--- src/rtl/vm_pkg.sv ---
// Shared encodings, widths and the cart line record for the vending-machine
// transaction sequencer.
package vm_pkg;

    localparam int CODE_W  = 10;
    localparam int PRICE_W = 17;
    localparam int QTY_W   = 7;
    localparam int PAID_W  = 18;
    localparam int PROD_W  = PRICE_W + QTY_W;
    localparam int SUM_W   = PROD_W + 1;

    typedef enum logic [2:0] {
        S_IDLE     = 3'b000,
        S_SELECT   = 3'b001,
        S_QTY      = 3'b010,
        S_CART     = 3'b011,
        S_PAY      = 3'b100,
        S_DISPENSE = 3'b101,
        S_CHANGE   = 3'b110
    } state_e;

    localparam logic [3:0] SW_CANCEL = 4'b0111;
    localparam logic [3:0] SW_ITEM   = 4'b1011;
    localparam logic [3:0] SW_QTY    = 4'b1101;
    localparam logic [3:0] SW_ADD    = 4'b1110;

    typedef struct packed {
        logic [CODE_W-1:0] code;
        logic [QTY_W-1:0]  qty;
    } cart_line_t;

    function automatic logic [PAID_W-1:0] paid_sat_add(
        input logic [PAID_W-1:0]  a,
        input logic [PRICE_W-1:0] b
    );
        logic [PAID_W:0] s;
        s = {1'b0, a} + {2'b00, b};
        return s[PAID_W] ? {PAID_W{1'b1}} : s[PAID_W-1:0];
    endfunction

endpackage

--- src/rtl/vm_cart_fifo.sv ---
// Cart line FIFO: holds {code, qty} lines in order of addition.
module vm_cart_fifo
    import vm_pkg::*;
#(
    parameter int DEPTH = 4
) (
    input  logic       clk,
    input  logic       rst_n,
    input  logic       push,
    input  logic       pop,
    input  logic       clear,
    input  cart_line_t din,
    output logic       full,
    output logic       empty,
    output cart_line_t head
);
    localparam int AW = $clog2(DEPTH);

    cart_line_t mem_q [DEPTH];
    logic [AW:0] wr_q, wr_d;
    logic [AW:0] rd_q, rd_d;
    logic        do_push, do_pop;

    assign empty = (wr_q == rd_q);
    assign full  = (wr_q[AW] != rd_q[AW]) &&
                   (wr_q[AW-1:0] == rd_q[AW-1:0]);
    assign do_push = push && !full && !clear;
    assign do_pop  = pop && !empty && !clear;
    assign head    = mem_q[rd_q[AW-1:0]];

    always_comb begin
        wr_d = wr_q;
        rd_d = rd_q;
        if (clear) begin
            wr_d = '0;
            rd_d = '0;
        end else begin
            if (do_push) wr_d = wr_q + 1'b1;
            if (do_pop)  rd_d = rd_q + 1'b1;
        end
    end

    always_ff @(posedge clk or negedge rst_n) begin
        if (!rst_n) begin
            wr_q <= '0;
            rd_q <= '0;
        end else begin
            wr_q <= wr_d;
            rd_q <= rd_d;
        end
    end

    always_ff @(posedge clk) begin
        if (do_push) mem_q[wr_q[AW-1:0]] <= din;
    end

endmodule

--- src/rtl/vm_txn_seq.sv ---
// Purchase-transaction sequencer: cart build, coin collection, dispense, change.
// Define VM_TIMEOUT_EN to cancel automatically after TIMEOUT_CYC idle cycles.
module vm_txn_seq
    import vm_pkg::*;
#(
    parameter int CART_DEPTH  = 4,
    parameter int TIMEOUT_CYC = 1000000
) (
    input  logic               clk,
    input  logic               rst_n,
    input  logic [3:0]         switches,
    input  logic               fix,
    input  logic [CODE_W-1:0]  item_code,
    input  logic [PRICE_W-1:0] item_price,
    input  logic [QTY_W-1:0]   qty,
    input  logic               coin_valid,
    input  logic [PRICE_W-1:0] coin_value,
    output logic               disp_valid,
    input  logic               disp_ready,
    output logic [CODE_W-1:0]  disp_code,
    output logic [QTY_W-1:0]   disp_qty,
    output logic [PRICE_W-1:0] total_sum,
    output logic [PAID_W-1:0]  paid_sum,
    output logic [PAID_W-1:0]  change,
    output logic               change_valid,
    output logic [2:0]         mode,
    output logic               err
);
    state_e              state_q, state_d;
    logic [PRICE_W-1:0]  total_q, total_d;
    logic [PAID_W-1:0]   paid_q, paid_d;
    logic                refund_q, refund_d;
    logic [3:0]          sw_q, sw_p_q;
    logic                fix_q, fix_p_q;

    logic cmd_cancel, cmd_item, cmd_qty, cmd_add, cmd_fix, sw_cmd;
    logic cancel, tmo_hit;
    logic push, pop, clr, full, empty, add_ok;
    cart_line_t head;
    logic [PROD_W-1:0] prod;
    logic [SUM_W-1:0]  sum;

    always_ff @(posedge clk or negedge rst_n) begin
        if (!rst_n) begin
            sw_q    <= 4'hF;
            sw_p_q  <= 4'hF;
            fix_q   <= 1'b0;
            fix_p_q <= 1'b0;
        end else begin
            sw_q    <= switches;
            sw_p_q  <= sw_q;
            fix_q   <= fix;
            fix_p_q <= fix_q;
        end
    end

    // Commands fire once per change of the registered key code.
    always_comb begin
        cmd_cancel = 1'b0;
        cmd_item   = 1'b0;
        cmd_qty    = 1'b0;
        cmd_add    = 1'b0;
        if (sw_q != sw_p_q) begin
            unique case (1'b1)
                (sw_q == SW_CANCEL): cmd_cancel = 1'b1;
                (sw_q == SW_ITEM):   cmd_item   = 1'b1;
                (sw_q == SW_QTY):    cmd_qty    = 1'b1;
                (sw_q == SW_ADD):    cmd_add    = 1'b1;
                default: ;
            endcase
        end
        sw_cmd  = cmd_cancel | cmd_item | cmd_qty | cmd_add;
        cmd_fix = fix_q & ~fix_p_q & ~sw_cmd;
    end

`ifdef VM_TIMEOUT_EN
    localparam int TW = $clog2(TIMEOUT_CYC + 1);
    logic [TW-1:0] tmo_q, tmo_d;
    logic          tmo_act;

    assign tmo_act = (state_q == S_SELECT) || (state_q == S_QTY) ||
                     (state_q == S_CART) || (state_q == S_PAY);
    assign tmo_hit = tmo_act && (tmo_q == TW'(TIMEOUT_CYC));

    always_comb begin
        tmo_d = '0;
        if (tmo_act && !tmo_hit && !sw_cmd && !cmd_fix && !coin_valid)
            tmo_d = tmo_q + 1'b1;
    end

    always_ff @(posedge clk or negedge rst_n) begin
        if (!rst_n) tmo_q <= '0;
        else        tmo_q <= tmo_d;
    end
`else
    assign tmo_hit = 1'b0;
`endif

    assign cancel = cmd_cancel | tmo_hit;
    assign prod   = PROD_W'(item_price) * PROD_W'(qty);
    assign sum    = SUM_W'(total_q) + SUM_W'(prod);
    assign add_ok = (qty != '0) && !full &&
                    (sum <= SUM_W'((1 << PRICE_W) - 1));

    always_comb begin
        state_d  = state_q;
        total_d  = total_q;
        paid_d   = paid_q;
        refund_d = refund_q;
        push     = 1'b0;
        pop      = 1'b0;
        clr      = 1'b0;
        err      = 1'b0;
        if (coin_valid) begin
            if (state_q == S_PAY) paid_d = paid_sat_add(paid_q, coin_value);
            else                  err    = 1'b1;
        end
        unique case (state_q)
            S_IDLE: begin
                if (cmd_item) state_d = S_SELECT;
            end
            S_SELECT, S_QTY, S_CART: begin
                if (cancel) begin
                    state_d = S_IDLE;
                    total_d = '0;
                    clr     = 1'b1;
                end else if (cmd_item) begin
                    state_d = S_SELECT;
                end else if (cmd_qty) begin
                    state_d = S_QTY;
                end else if (cmd_add && state_q != S_CART) begin
                    if (add_ok) begin
                        state_d = S_CART;
                        total_d = sum[PRICE_W-1:0];
                        push    = 1'b1;
                    end else begin
                        err = 1'b1;
                    end
                end else if (cmd_fix && state_q == S_CART) begin
                    if (!empty) state_d = S_PAY;
                    else        err     = 1'b1;
                end
            end
            S_PAY: begin
                if (cancel) begin
                    state_d  = S_CHANGE;
                    refund_d = 1'b1;
                end else if (paid_q >= PAID_W'(total_q)) begin
                    state_d = S_DISPENSE;
                end
            end
            S_DISPENSE: begin
                pop = !empty && disp_ready;
                if (empty) state_d = S_CHANGE;
            end
            S_CHANGE: begin
                state_d  = S_IDLE;
                total_d  = '0;
                paid_d   = '0;
                refund_d = 1'b0;
                clr      = 1'b1;
            end
            default: state_d = S_IDLE;
        endcase
    end

    always_ff @(posedge clk or negedge rst_n) begin
        if (!rst_n) begin
            state_q  <= S_IDLE;
            total_q  <= '0;
            paid_q   <= '0;
            refund_q <= 1'b0;
        end else begin
            state_q  <= state_d;
            total_q  <= total_d;
            paid_q   <= paid_d;
            refund_q <= refund_d;
        end
    end

    vm_cart_fifo #(.DEPTH(CART_DEPTH)) u_cart (
        .clk   (clk),
        .rst_n (rst_n),
        .push  (push),
        .pop   (pop),
        .clear (clr),
        .din   ({item_code, qty}),
        .full  (full),
        .empty (empty),
        .head  (head)
    );

    always_comb begin
        change = '0;
        if (state_q == S_CHANGE)
            change = refund_q ? paid_q : paid_q - PAID_W'(total_q);
    end

    assign change_valid = (state_q == S_CHANGE);
    assign disp_valid   = (state_q == S_DISPENSE) && !empty;
    assign disp_code    = head.code;
    assign disp_qty     = head.qty;
    assign total_sum    = total_q;
    assign paid_sum     = paid_q;
    assign mode         = state_q;

endmodule
--- config.mk ---
export PLATFORM = sky130hd
export DESIGN_NAME = vm_txn_seq
export DESIGN_NICKNAME = d
export VERILOG_FILES = /design/src/rtl/vm_pkg.sv /design/src/rtl/vm_cart_fifo.sv /design/src/rtl/vm_txn_seq.sv
export SDC_FILE = /design/constraint.sdc
export NUM_CORES = 1
export LEC_CHECK = 0
export ABC_AREA = 1
export CELL_PAD_IN_SITES_DETAIL_PLACEMENT = 0
export CELL_PAD_IN_SITES_GLOBAL_PLACEMENT = 2
export CORE_UTILIZATION = 37
export CTS_BUF_LIST = sky130_fd_sc_hd__clkbuf_4
export DETAILED_ROUTE_END_ITERATION = 10
export PLACE_DENSITY = 0.92
export SYNTH_ARGS = -nofsm -noshare
export SYNTH_HDL_FRONTEND = slang
export SYNTH_SLANG_ARGS = --single-unit
--- constraint.sdc ---
create_clock -name clk -period 17.58 [get_ports clk]
set_input_delay 3.516 -clock clk [delete_from_list [all_inputs] [get_ports clk]]
set_output_delay 3.516 -clock clk [all_outputs]
set_load 0.005 [all_outputs]
Word level (Yosys, flattened, before mapping)
Memory sizes are Yosys's and may differ from the RTL's.
Cells that the tools add are included.

storage, ports and cells
  memories = 1
  output and inout bits = 76
  bits in writable memories = 68
  flip-flop bits (word level) = 55

memory list
  name          depth  bits a word  read ports  clocked after memory_dff  wr ports  RTL line            RTL
  u_cart.mem_q  4      17           1           0                         1         vm_cart_fifo.sv:19  cart_line_t mem_q [DEPTH];

operators by class
  bitwise operators = 7
  $add $sub $neg = 5
  $mul = 1
  reductions and logical operators = 26
  $lt $le $gt $ge = 2
  muxes and demuxes = 59
  eq/ne operators = 26

operators by type and width
  operator                number
  $mux W18                6
  $mux W17                5
  $mux W3                 15
  $pmux W17 S2            1
  $mux W1                 29
  $add A17 B24 Y25        1
  $le A25 B17 Y1 const B  1
  $mul A17 B7 Y24         1
  $add A18 B17 Y19        1
  $ge A18 B17 Y1          1
  $ne A6 B6 Y1 const B    3
  $sub A18 B17 Y18        1
  $eq A4 B4 Y1 const B    3
  $ne A3 B3 Y1 const B    4
  $pmux W3 S4             1
  $logic_and A1 B1 Y1     11
  $reduce_bool A2 Y1      5
  $eq A3 B3 Y1 const B    3
  $reduce_bool A7 Y1      1
  $add A3 B1 Y3 const B   2
  $eq A3 B2 Y1 const B    2
  $ne A2 B2 Y1 const B    3
  $ne A3 B2 Y1 const B    2
  $reduce_and A6 Y1       1
  other kinds (15)        23

Longest topological paths before layout
Gate-level depths: netlist of the first run.

  depth in word-level cells = 15
  gate-level depth with buffers = 31
  mapped depth without buffers = 28

Cells and area by module
Synthesis of the first run repeated with hierarchy kept, for this count alone.

unflattened totals
  cell total of the unflattened synthesis = 1600
  area, all modules = 12225.5 µm²

by module, submodules not included
  module        times used  cells each  area an instance (µm²)
  vm_txn_seq    1           1373        9207.6
  vm_cart_fifo  1           227         3017.9

Worst setup path before layout of the first run
Ideal clock, no wire load.

  kind = input-to-output
  from = input port qty[3]
  to = output port err
  setup slack = 6147 ps
  arrival time = 7917 ps
  stages = 23
  required time = 14064 ps
  cells stage by stage = clkbuf_1 > clkbuf_1 > nand2_1 > fa_1 > inv_1 > fa_1 > fa_1 > inv_1 > fa_1 > inv_1 > ha_1 > nand2_2 > inv_1 > a21oi_1 > nand2_1 > nand2_1 > nand2_1 > nand2_1 > nand2_1 > nor2_1 > nand3_2 > o21bai_1 > o211ai_1

on the way
  cells in the longest elaborated chain, start to end = 10
  elaborated cells on any way between the ends = 12

RTL lines
  what                     RTL line           RTL
  start, declared          vm_txn_seq.sv:15   input logic [QTY_W-1:0] qty,
  $mul A17 B7 Y24          vm_txn_seq.sv:100  assign prod = PROD_W'(item_price) * PROD_W'(qty);
  $add A17 B24 Y25         vm_txn_seq.sv:101  assign sum = SUM_W'(total_q) + SUM_W'(prod);
  $le A25 B17 Y1           vm_txn_seq.sv:103  (sum <= SUM_W'((1 << PRICE_W) - 1));
  $logic_and A1 B1 Y1 (*)  vm_txn_seq.sv:102  assign add_ok = (qty != '0) && !full &&
  $mux W1 (*)              vm_txn_seq.sv:132  if (add_ok) begin
  $mux W1 (*)              vm_txn_seq.sv:131  end else if (cmd_add && state_q != S_CART) begin
  $mux W1 (*)              vm_txn_seq.sv:129  end else if (cmd_qty) begin
  $mux W1 (*)              vm_txn_seq.sv:127  end else if (cmd_item) begin
  $mux W1 (*)              vm_txn_seq.sv:123  if (cancel) begin
  $mux W1 (*)              vm_txn_seq.sv:118  unique case (state_q)
  end, declared            vm_txn_seq.sv:27   output logic err

Mark *: on every way between the ends. The rest lies on a longest branch, timed or not.

Worst setup path after layout of the first run
Ends and elaborated chain as after synthesis.

==> results.toml, run 1 <==
[outcome]
outcome = "completed"

[die]
num_io_pins = 136
die_h_um = 182
initial_utilization_pct = 37.7
die-area_mm2 = 0.0331
rows = 65
fp.dieW_um = 182
core_mm2 = 0.0317

[sta]
hold_violations = 0
tightest_slew_ns = 0.899
min_period_over_period_pct = 75.1
maxSlewViolCount = 0
worst_slack_ns = 4.38
setup_violations = 0
rsz0062_at_grt = "no"
skew_ns = 0.0295
fin_crit_ns = 13.20
fmax_ghz = 0.0758
fin_setup_tns_ns = 0
relSlewSlack_pct = 39.9

[global_route]
grt_max_degree = 56
grt_pass1_wl_um = 53800
grt_pass1_vias = 10300
grt_util_all_layers_pct = 20.6
antenna_found_initial = 1
grt_overflow = 0

[power]
sequentialPowerShare_pct = 16.5
power.share.switching_pct = 54.2
netSwitchingPower_mw = 1.37
power.leakage_nw = 7.25
power_mw = 2.54
p_per_area_mw_per_mm2 = 180
p_clk_share_pct = 8.6
p_comb_share_pct = 74.9
vdd_ir_drop_max_v = 0.0000832
p_int_mw = 1.16

[clocking]
ctsHoldBuffers = 0
ctsResizeCount = 0
cts_tree = "done"
clock-root-buffer = "clkbuf_4"
post_cts_buffers = 0
htree_levels = 4
insertion_delay_ns = 0.55
clockBufferDepth = 2
numCtsBuffers = 17
path_clk_slew_ns = 0.14
cts_sinks = 123

[layout]
seqCellArea_mm2 = 0.00343
multi_input_area_mm2 = 0.00709
fin_cells = 2123
nFillCells = 3271
final_layout_size_suffix_gt1_share_pct = 4.07
syn2layout_area_growth_pct = 17.4
final_cell_mix = "nand2_1 (397), inv_1 (339), clkdlybuf4s50_1 (134)"
final_common_cell = "nand2_1"
nets = 1947
stdcell_area_mm2 = 0.0141

[setup_path]
rr_startpoint = "total_sum[13]$_DFFE_PN0P_"
crit_chain = "clkdlybuf4s50_1 -> nand2_1 -> fa_1 -> inv_1 -> fa_1 -> fa_1 -> inv_1 -> fa_1 -> inv_1 -> ha_1 -> nand2_1 -> nor2_1 -> nand2_1 -> nand2_2 -> nand2_1 -> nand3_1 -> nand3_1 -> nor2_1 -> nand3_2 -> o21bai_1 -> o211ai_1 -> clkdlybuf4s50_1"
path_delay_family = "adder cells"
critPathRequiredTime_ns = 14.06
worstReg2RegEnd = "u_cart.mem_q[0][11]$_DFFE_PP_"
worst_ep_arrival_time_ns = 9.68
r2r_cells = 21
cp_slowest_cell = "clkdlybuf4s50_1"
endpoint_kind = "output pin"
crit_type = "in -> out"
critPathBufInv = 5
startpoint_type = "input pin"
path_max_fanout = 22
regToRegSetupSlack_ns = 12.16
slowest_delay_ns = 1.06

[detailed_routing]
vias = 10300
wire_per_inst_um = 15.2
avgViaCountPerCell = 4.83
ant_nets = 0
drt_wl_total_um = 32300
drt_first_iter_violations = 538
first_pass_iters = 5
drc_errors = 0

[yosys]
synth_async_sr_flop_share_pct = 44.7
yosys_register_bits = 123
syn_avg_cell_area_um2 = 7.58
synth_flop_cell = "edfxtp_1"
synth_edf_count = 68
syn-cell-area_mm2 = 0.0120
yosysSeqAreaShare_pct = 28.6
ys_types = 47
synth_nets = 1819
yosysWarnings = 0
syn_inst = 1579

[placed_design]
hpwl_um = 26200
dp.cells = 2090
gp_congestion = 0.857
dpl_cell_area_mm2 = 0.0137
portBuffers = 135
dp_slack_ns = 4.44

[hold_path]
holdPathEnd = "fix_p_q$_DFF_PN0_"
hp-start = "fix_q$_DFF_PN0_"
holdPathStages = 0
hold_class = "reg -> reg"

[flow_run]
cap_violations = 0
## flip-flops by register name, summed over array words and instances (netlist names)
register	flops
u_cart.mem_q	68
paid_sum	18
total_sum	17
sw_p_q	4
sw_q	4
mode	3
u_cart.rd_q	3
u_cart.wr_q	3
fix_p_q	1
fix_q	1
refund_q	1
## how the worst max path moves through the flow
stage	startpoint	to	slack, ns	cells past startpoint
final	qty[3]	err	4.38	22
after global routing	qty[3]	err	3.95	25
after CTS	qty[3]	err	4.43	23
after detailed placement	qty[3]	err	4.44	25
after global placement	qty[3]	err	4.45	22
after floorplan	qty[3]	err	6.15	23
## synth_stat cells, drive strengths merged (21+ instances only)
cell type  instances  share of area (%)
nand2            402                 13
inv              342                 11
nor2             125                4.0
o21ai            103                4.3
fa                93                 16
ha                87                9.1
a21oi             79                3.3
edfxtp            68                 17
nand3             63                2.8
dfrtp             47                9.8
clkbuf            28               0.88
xor2              24                1.8
o22ai             21                1.1
## worst register-to-register path: stages (launching register included)
cell      delay (ns)
dfrtp_1         0.40
inv_1           0.14
fa_1            0.55
inv_1           0.05
fa_1            0.48
inv_1           0.06
fa_1            0.53
inv_1           0.04
ha_1            0.36
nand2_1         0.14
nor2_1          0.14
inv_1           0.09
nor2_1          0.16
nand3b_1        0.15
nand4_1         0.12
nand2_1         0.06
nor2_1          0.14
nand3_2         0.12
nor2_4          0.19
nand2_4         0.22
nor2_1          0.65
buf_4           0.33
## area by class of cell
type / instances / area share (%)
Sequential cell: 123 / 24.4
Tap cell: 402 / 3.58
Clock buffer: 17 / 0.908
Multi-Input combinational cell: 1075 / 50.5
Clock inverter: 15 / 1.26
Inverter: 343 / 9.16
Timing Repair Buffer: 147 / 10.2
Antenna cell: 1 / 0.0178
## routing by layer
layer | track usage, % | wire (µm)
met5 | 0 | 0
met4 | 4.71 | 502
met3 | 3.09 | 1310
met2 | 35.7 | 15600
met1 | 27.0 | 14900
## stage by stage
| stage | util (%) | hold slack (ns) |
|---|---|---|
| floorplan | - | 0.346 |
| global placement | 43.3 | 0.369 |
| detailed placement | 43.3 | 0.359 |
| CTS | 44.3 | 0.398 |
| global route | 44.3 | 0.405 |
| finish | 44.3 | 0.392 |
## kinds of logic after synthesis
family	count (synthesis)	synth area share, %
simple gates	628	21.5
buf+inv	381	12.1
compound gates	230	10.4
fa+ha+maj	180	24.7
flops	123	28.6
xor+xnor	37	2.71
## power groups by stage
stage / combinational [mW] / sequential (mW) / clock, mW
after floorplan: 1.34 / 0.402 / 0
after global placement: 1.91 / 0.427 / 0
after detailed placement: 1.91 / 0.427 / 0
after CTS: 1.92 / 0.421 / 0.224
after global routing: 2.20 / 0.428 / 0.235
final: 1.90 / 0.418 / 0.217
Note: power is estimated with default switching activity, not from simulation.
==> run 2, diff against run 1 <==
- CORE_UTILIZATION: 37 -> 34
- PLACE_DENSITY: 0.92 -> 0.85
- clock period: 17.58 -> 12.9 ns (I/O delays scaled with it)
==> results.toml, run 2 (synthesis results as in run 1) <==
[outcome]
outcome = "completed"

[global_route]
grt_max_degree = 56
grt_pass1_wl_um = 54600
grt_pass1_vias = 10500
antenna_found_initial = 1
grt_util_all_layers_pct = 19.3
grt_overflow = 0

[sta]
rsz0062_at_grt = "no"
fmax_ghz = 0.0885
skew_ns = 0.0360
tightest_slew_ns = 0.931
fin_crit_ns = 11.30
relSlewSlack_pct = 37.5
hold_violations = 0
setup_violations = 0
min_period_over_period_pct = 87.6
fin_setup_tns_ns = 0
maxSlewViolCount = 0

[clocking]
clock-root-buffer = "clkbuf_4"
post_cts_buffers = 0
numCtsBuffers = 17
path_clk_slew_ns = 0.15
htree_levels = 4
ctsHoldBuffers = 0
clockBufferDepth = 2
insertion_delay_ns = 0.55
ctsResizeCount = 0
cts_tree = "done"
cts_sinks = 123

[layout]
stdcell_area_mm2 = 0.0142
postLayoutCoreUtil_pct = 40.9
final_common_cell = "nand2_1"
largest_reg_flops = 68
final_cell_mix = "nand2_1 (397), inv_1 (339), clkdlybuf4s50_1 (134)"
nFillCells = 3615
final_layout_size_suffix_gt1_share_pct = 4.18
nets = 1948
syn2layout_area_growth_pct = 18.3

[detailed_routing]
wire_per_inst_um = 15.2
drt_first_iter_violations = 511
drc_errors = 0
avgViaCountPerCell = 4.73
drt_wl_total_um = 33000
first_pass_iters = 5
ant_nets = 0
vias = 10300

[hold_path]
hold_class = "reg -> reg"

[power]
power.leakage_nw = 7.26
p_int_mw = 1.61
netSwitchingPower_mw = 1.88
sequentialPowerShare_pct = 16.1
power.share.switching_pct = 53.9
p_clk_share_pct = 9.0
p_comb_share_pct = 74.9
vdd_ir_drop_max_v = 0.000104
p_per_area_mw_per_mm2 = 246

[die]
num_io_pins = 136
fp.dieW_um = 190
initial_utilization_pct = 34.6
core_mm2 = 0.0346
rows = 68
die_h_um = 190
die-area_mm2 = 0.0360

[setup_path]
worst_ep_arrival_time_ns = 8.72
regToRegSetupSlack_ns = 7.44
startpoint_type = "input pin"
critPathRequiredTime_ns = 10.32
path_max_fanout = 17
endpoint_kind = "output pin"
crit_type = "in -> out"

[placed_design]
portBuffers = 135
hpwl_um = 27000
dpl_cell_area_mm2 = 0.0138
gp_congestion = 0.851

[flow_run]
cap_violations = 0
run 2: final timing paths:
path | startpoint | to | depth (start not counted)
setup / recovery | qty[2] | err | 23
hold / removal | fix_q$_DFF_PN0_ | fix_p_q$_DFF_PN0_ | 0
setup reg to reg | total_sum[14]$_DFFE_PN0P_ | u_cart.mem_q[1][16]$_DFFE_PP_ | 19
hold reg to reg | fix_q$_DFF_PN0_ | fix_p_q$_DFF_PN0_ | 0
max in group asynchronous | rst_n | paid_sum[8]$_DFFE_PN0P_ | 2
min in group asynchronous | rst_n | fix_p_q$_DFF_PN0_ | 2
run 2: critical path, cell delays in order:
cell	delay (ns)
clkdlybuf4s50_1	0.97
buf_4	0.27
nand2_1	0.07
fa_1	0.51
inv_1	0.05
fa_1	0.48
fa_1	0.55
inv_1	0.05
fa_1	0.53
inv_1	0.04
ha_1	0.36
nand2_1	0.15
nor2_1	0.20
nand2_1	0.09
nand2_2	0.10
nand2_1	0.09
nand3_1	0.08
nand3_1	0.09
nor2_1	0.13
nand3_2	0.11
o21bai_1	0.48
o211ai_1	0.22
clkdlybuf4s50_1	0.50
run 2: per-stage QoR:
stage	power [mW]	setup slack, ns	std cells	hold slack, ns
6_report	3.49	1.60	2177	0.351
5_1_grt	3.93	1.11	2177	0.355
4_1_cts	3.53	1.55	2176	0.351
3_5_place_dp	3.20	1.56	2144	0.363
3_3_place_gp	3.20	1.57	2144	0.361
2_1_floorplan	2.37	3.34	1579	0.346
run 2: area by class of cell:
type	count	area (µm²)	share of cell area [%]
timing repair buffer	148	1440	10.2
clock inverter	15	199	1.41
antenna	1	2.50	0.0177
clock buffer	17	128	0.902
sequential	123	3430	24.2
multi-input combinational	1075	7100	50.1
inverter	343	1290	9.10
tap	455	569	4.02
run 2: metal layers:
metal  global-route usage, %  part of all wire [%]
met2                    33.2                    48
met5                       0                     0
met1                    25.9                    46
met3                    2.67                   4.5
met4                    3.41                  0.89
run 2: power groups by stage:
stage	Sequential [mW]	Clock [mW]	Combinational, mW
global route	0.575	0.335	3.02
global placement	0.575	0	2.63
detailed placement	0.575	0	2.62
CTS	0.567	0.323	2.64
floorplan	0.547	0	1.82
finish	0.561	0.313	2.61
